[src/rtl/spi_xfer_arb.sv]
// Round-robin arbiter that shares one SPI engine between NREQ requesters.
// It grants one command at a time, drives the engine control fields and returns read data and status.
module spi_xfer_arb #(
  parameter int NREQ     = 4,
  parameter int WDOG_CYC = 4096
) (
  input  logic                clk,
  input  logic                rst_n,
  input  logic [NREQ-1:0]     req_vld,
  input  logic [2*NREQ-1:0]   req_slv,
  input  logic [4*NREQ-1:0]   req_wlen,
  input  logic [4*NREQ-1:0]   req_rlen,
  input  logic [32*NREQ-1:0]  req_wdata,
  output logic [NREQ-1:0]     req_gnt,
  output logic [NREQ-1:0]     req_wd_ack,
  output logic [NREQ-1:0]     req_rd_vld,
  output logic [31:0]         req_rdata,
  output logic [NREQ-1:0]     req_done,
  output logic [3:0]          req_sts,
  output logic                spi_strt,
  output logic                spi_rdata_en,
  output logic                spi_wd_lst,
  output logic                spi_wd_empty,
  output logic                spi_rd_lst,
  output logic                spi_rd_inf_empty,
  output logic                spi_rd_rdy,
  output logic [1:0]          spi_slv_sel,
  output logic [1:0]          spi_wd_len,
  output logic [1:0]          spi_rd_len,
  output logic [31:0]         spi_rwdata,
  input  logic                spi_done,
  input  logic                spi_wd_r,
  input  logic                spi_rd_inf_r,
  input  logic                spi_rd_ind,
  input  logic                spi_wdat_timeout,
  input  logic                spi_rd_inf_timeout,
  input  logic                spi_rdat_timeout,
  input  logic [31:0]         spi_rdata
);

  localparam int PW = (NREQ > 1) ? $clog2(NREQ) : 1;
  localparam int WW = $clog2(WDOG_CYC);

  typedef enum logic [1:0] {S_IDLE, S_START, S_XFER, S_CPL} state_t;

  state_t            state_q, state_d;
  logic [PW-1:0]     ptr_q;
  logic [PW-1:0]     gidx_q;
  logic [NREQ-1:0]   gnt_q;
  logic [1:0]        slv_q;
  logic [3:0]        wcnt_q, icnt_q, rcnt_q;
  logic              rd_en_q;
  logic              zero_q;
  logic [3:0]        sts_q;
  logic [WW-1:0]     wdog_q;
  logic [NREQ-1:0]   rd_vld_q;
  logic [31:0]       rdata_q;

  logic [1:0]        slv_a   [NREQ];
  logic [3:0]        wlen_a  [NREQ];
  logic [3:0]        rlen_a  [NREQ];
  logic [31:0]       wdata_a [NREQ];

  logic [PW:0]       cand;
  logic              win_found;
  logic [PW-1:0]     win_idx;
  logic              in_xfer;
  logic              wdog_hit;
  logic              busy;

  always_comb begin
    for (int i = 0; i < NREQ; i++) begin
      slv_a[i]   = req_slv[2*i +: 2];
      wlen_a[i]  = req_wlen[4*i +: 4];
      rlen_a[i]  = req_rlen[4*i +: 4];
      wdata_a[i] = req_wdata[32*i +: 32];
    end
  end

  // Search starts one past the last winner so every requester gets a turn.
  always_comb begin
    // NOTE: every variable gets a default before any branch, so no latch is inferred.
    win_found = 1'b0;
    win_idx   = '0;
    cand      = '0;
    for (int i = 1; i <= NREQ; i++) begin
      cand = {1'b0, ptr_q} + (PW+1)'(i);
      if (cand >= (PW+1)'(NREQ)) cand = cand - (PW+1)'(NREQ);
      if (!win_found && req_vld[cand[PW-1:0]]) begin
        win_found = 1'b1;
        win_idx   = cand[PW-1:0];
      end
    end
  end

  assign in_xfer  = (state_q == S_XFER);
  assign wdog_hit = in_xfer && (wdog_q == WW'(WDOG_CYC - 1));
  assign busy     = |gnt_q;

  always_ff @(posedge clk or negedge rst_n) begin
    // NOTE: sequential state uses non-blocking assignments so all registers update together.
    if (!rst_n) state_q <= S_IDLE;
    else        state_q <= state_d;
  end

  always_comb begin
    state_d = state_q;
    unique case (state_q)
      S_IDLE:  if (win_found) state_d = S_START;
      // A zero-length command is granted but bypasses the engine entirely.
      S_START: state_d = zero_q ? S_CPL : S_XFER;
      S_XFER:  if (spi_done || wdog_hit) state_d = S_CPL;
      S_CPL:   state_d = S_IDLE;
      default: state_d = S_IDLE;
    endcase
  end

  always_ff @(posedge clk or negedge rst_n) begin
    if (!rst_n) begin
      ptr_q    <= PW'(NREQ - 1);
      gidx_q   <= '0;
      gnt_q    <= '0;
      slv_q    <= '0;
      wcnt_q   <= '0;
      icnt_q   <= '0;
      rcnt_q   <= '0;
      rd_en_q  <= 1'b0;
      zero_q   <= 1'b0;
      sts_q    <= '0;
      wdog_q   <= '0;
      rd_vld_q <= '0;
      rdata_q  <= '0;
    end else begin
      rd_vld_q <= (in_xfer && spi_rd_ind) ? gnt_q : '0;
      if (in_xfer && spi_rd_ind) rdata_q <= spi_rdata;

      unique case (state_q)
        S_IDLE: if (win_found) begin
          gnt_q   <= NREQ'(1) << win_idx;
          gidx_q  <= win_idx;
          ptr_q   <= win_idx;
          slv_q   <= slv_a[win_idx];
          wcnt_q  <= wlen_a[win_idx];
          icnt_q  <= rlen_a[win_idx];
          rcnt_q  <= rlen_a[win_idx];
          rd_en_q <= (rlen_a[win_idx] != 4'd0);
          zero_q  <= (wlen_a[win_idx] == 4'd0) && (rlen_a[win_idx] == 4'd0);
          sts_q   <= '0;
        end
        S_START: begin
          sts_q  <= '0;
          wdog_q <= '0;
        end
        S_XFER: begin
          if (spi_wd_r     && wcnt_q != 4'd0) wcnt_q <= wcnt_q - 4'd1;
          if (spi_rd_inf_r && icnt_q != 4'd0) icnt_q <= icnt_q - 4'd1;
          if (spi_rd_ind   && rcnt_q != 4'd0) rcnt_q <= rcnt_q - 4'd1;
          wdog_q <= wdog_q + 1'b1;
          sts_q  <= sts_q | {wdog_hit, spi_rdat_timeout, spi_rd_inf_timeout, spi_wdat_timeout};
        end
        S_CPL:   gnt_q <= '0;
        default: gnt_q <= '0;
      endcase
    end
  end

  always_comb begin
    req_gnt          = gnt_q;
    req_wd_ack       = (in_xfer && spi_wd_r) ? gnt_q : '0;
    req_rd_vld       = rd_vld_q;
    req_rdata        = rdata_q;
    req_done         = (state_q == S_CPL) ? gnt_q : '0;
    req_sts          = (state_q == S_CPL) ? sts_q : '0;
    spi_strt         = (state_q == S_START) && !zero_q;
    spi_wd_len       = 2'b11;
    spi_rd_len       = 2'b11;
    spi_slv_sel      = '0;
    spi_rwdata       = '0;
    spi_wd_empty     = 1'b0;
    spi_wd_lst       = 1'b0;
    spi_rd_inf_empty = 1'b0;
    spi_rd_lst       = 1'b0;
    spi_rd_rdy       = 1'b0;
    spi_rdata_en     = 1'b0;
    if (busy) begin
      spi_slv_sel      = slv_q;
      spi_rwdata       = wdata_a[gidx_q];
      spi_wd_empty     = (wcnt_q == 4'd0);
      spi_wd_lst       = (wcnt_q == 4'd1);
      spi_rd_inf_empty = (icnt_q == 4'd0);
      spi_rd_lst       = (icnt_q == 4'd1);
      spi_rd_rdy       = (rcnt_q != 4'd0);
      spi_rdata_en     = rd_en_q;
    end
  end

endmodule

[config.mk]
export PLATFORM = sky130hd
export DESIGN_NAME = spi_xfer_arb
export DESIGN_NICKNAME = d
export VERILOG_FILES = /design/src/rtl/spi_xfer_arb.sv
export SDC_FILE = /design/constraint.sdc
export NUM_CORES = 1
export LEC_CHECK = 0
export BUFFER_PORTS_ARGS = -buffer_cell sky130_fd_sc_hd__buf_2
export CORE_UTILIZATION = 35
export DETAILED_ROUTE_END_ITERATION = 7
export HOLD_SLACK_MARGIN = 0.06
export PLACE_DENSITY = 0.64
export SLEW_MARGIN = 5
export SYNTH_ARGS = -nofsm -noshare
export SYNTH_HDL_FRONTEND = slang
export SYNTH_SLANG_ARGS = --single-unit
export TNS_END_PERCENT = 30
[constraint.sdc]
create_clock -name clk -period 6.75 [get_ports clk]
set_input_delay 0.675 -clock clk [delete_from_list [all_inputs] [get_ports clk]]
set_output_delay 0.675 -clock clk [all_outputs]
set_load 0.1 [all_outputs]
==> impl_metrics.csv <==
group,metric,value,unit
global_route,grt_antenna_before_repair,1,
finish,layout-drive-gt1-share,0.528,
worst_setup_path,worstPathRequired,6070,ps
finish,syn_to_final_growth,38.8,%
yosys,synth-main-ff-cell,"dfrtp_1",
sta,setup_viol,0,
detailed_routing,wl_per_cell,17.7,um
sta,hold_violations,0,
run,cap_violations,0,
clock_network,cts_tree,"built",
worst_setup_path,start_kind,"flop",
yosys,yosysWarnings,0,
worst_setup_path,r2r_end,"zero_q$_DFFE_PN0P_",
global_route,grt_max_degree,79,
placement,routabilityCongestion,0.878,
clock_network,clock_path_buffers,2,
detailed_routing,vias,4915,
clock_network,clkSlewWorstSetupHoldPaths,60,ps
yosys,synth.most_common_cell,"dfrtp_1",
sta,clock.fmax,317,MHz
placement,io_buffers,305,
detailed_routing,avgViaCountPerCell,5.17,
yosys,synth_edf_count,0,
worst_setup_path,rr_worst_depth,6,
yosys,synthCells,474,
run_status,status,"complete, no violations",
yosys,syn_area,0.00508,mm^2
global_route,track_usage,0.216,
detailed_routing,drc,0,
floorplan,die_h,123,um
finish,fillers,1330,
sta,slew_headroom,0.294,
floorplan,rows,43,
sta,grt_setup_unrepaired,"no",
sta,finalSetupTns,0,ps
floorplan,die_w,123,um
sta,worst_slew_pin_slew,1060,ps
yosys,async_flop_share,1.00,
global_route,grt-ovfl-total,0,
floorplan,start_util,0.362,
worst_setup_path,worstPathArrival,2480,ps
clock_network,post_cts_buffers,0,
detailed_routing,drtPass1Iterations,4,
placement,hpwl,13.3,mm
yosys,synth-seq-cells,78,
worst_setup_path,cp-endpoint,"spi_rwdata[2]",
finish,fin_nets,990,
sta,period_needed,3150,ps
worst_setup_path,r2r_start,"ptr_q[0]$_DFFE_PN1P_",
worst_hold_path,min_path_type,"flop to flop",
sta,skew,10.3,ps
clock_network,cts_sinks,78,
clock_network,cts_buffers,9,
floorplan,die-area,0.0150,mm^2
sta,slew_violations,0,
yosys,synth_common_cells,"76 x dfrtp_1, 39 x mux2_2, 39 x nor2_1, 36 x nor2b_1",
global_route,grt_pass1_vias,4816,
yosys,synth.top_cell.area_share,0.374,
yosys,synth_area_leaders,"dfrtp_1 37%, mux4_2 15%, mux2_2 8.6%",
clock_network,clock_latency,330,ps
clock_network,cts-hold-fix-buffers,0,
finish,num_antenna_cells,0,
floorplan,io_pins,310,
yosys,yosysSeqAreaShare,0.384,
worst_setup_path,critical_path_class,"flop to primary output",
yosys,ys_types,53,
global_route,grt_pass1_wl,24.8,mm
sta,fin_crit_sh,0.467,
yosys,yosysTopAreaCell,"dfrtp_1",
floorplan,core-area,0.0140,mm^2
detailed_routing,routed_wl,16.8,mm
worst_setup_path,worstSetupEndpointType,"primary output",
worst_setup_path,rrSetupSlack,4170,ps
worst_setup_path,cp-startpoint,"gidx_q[0]$_DFFE_PN0P_",
clock_network,cts-root-buf,"clkbuf_16",
clock_network,cts_resized,0,
detailed_routing,drtAntennaViolNets,0,
detailed_routing,drt-initial-drc-count,192,
clock_network,ctsHtreeMaxLevel,3,
worst_setup_path,crit_fanout,33,
yosys,avgSynthCellArea,10.7,um^2
==> worst max-delay path, stage by stage, from the launching register on <==
cell	delay [ps]
dfrtp_2	1050
mux4_2	620
nor2b_1	140
buf_2	310
==> metrics by stage <==
step | instances | instance area [um^2] | hold WS (ps) | util | setup WS (ps)
CTS | 951 | 7050 | 482 | 0.502 | 3510
finish | 951 | 7060 | 472 | 0.503 | 3600
global route | 951 | 7060 | 515 | 0.503 | 3400
global placement | 935 | 6740 | 461 | 0.480 | 3890
detailed placement | 935 | 6740 | 468 | 0.480 | 3820
floorplan | 477 | 5090 | 379 | - | 3160
==> worst min path at each step <==
stage	startpoint	end	slack [ps]	cells after the start
after detailed placement	slv_q[1]$_DFFE_PN0P_	slv_q[1]$_DFFE_PN0P_	470	2
final	slv_q[1]$_DFFE_PN0P_	slv_q[1]$_DFFE_PN0P_	470	2
after floorplan	rst_n	gidx_q[0]$_DFFE_PN0P_	380	0
after CTS	slv_q[1]$_DFFE_PN0P_	slv_q[1]$_DFFE_PN0P_	480	2
after global routing	req_rdata[10]$_DFFE_PN0P_	req_rdata[10]$_DFFE_PN0P_	520	1
after global placement	slv_q[1]$_DFFE_PN0P_	slv_q[1]$_DFFE_PN0P_	460	2
==> layer usage <==
layer	GRT usage	part of all wire
met5	0	0.00077
met1	0.275	0.41
met4	0.0541	0.013
met3	0.0627	0.072
met2	0.358	0.51
==> registers in the layout, indices dropped and copies added (netlist names) <==
name	count
req_rdata	32
wdog_q	12
icnt_q	4
rcnt_q	4
req_gnt	4
req_rd_vld	4
sts_q	4
wcnt_q	4
gidx_q	2
ptr_q	2
slv_q	2
state_q	2
rd_en_q	1
zero_q	1
==> final cells by class <==
cell class                      instances  area, um^2  area share
Multi-Input combinational cell        350        2930       0.416
Sequential cell                        78        1960       0.277
Timing Repair Buffer                  309        1560       0.221
Clock buffer                           11         233      0.0330
Tap cell                              180         225      0.0319
Clock inverter                          5        82.6      0.0117
Inverter                               18        67.6     0.00957
==> kinds of logic after synthesis <==
kind of cell	share of synthesized area
compound gates	0.0788
simple gates	0.178
mux	0.279
flops	0.384
xor+xnor	0.00861
buf+inv	0.0431
other cells	0.000738
fa+ha+maj	0.0271
==> layout by cell type (no fill, tap or decap), types with 17 or more instances in the layout <==
master,netlist,final
buf_2,4,304
dfrtp_1,76,75
nor2_1,39,39
mux2_2,39,39
nor2b_1,36,36
mux4_2,33,33
nand2_1,33,32
o21ai_0,21,21
a21oi_1,20,19
inv_1,17,17
mux2i_1,17,17
Power is left out: the tool's default activity adds up to more than one toggle a clock period on the data nets, which glitch-free logic cannot reach.
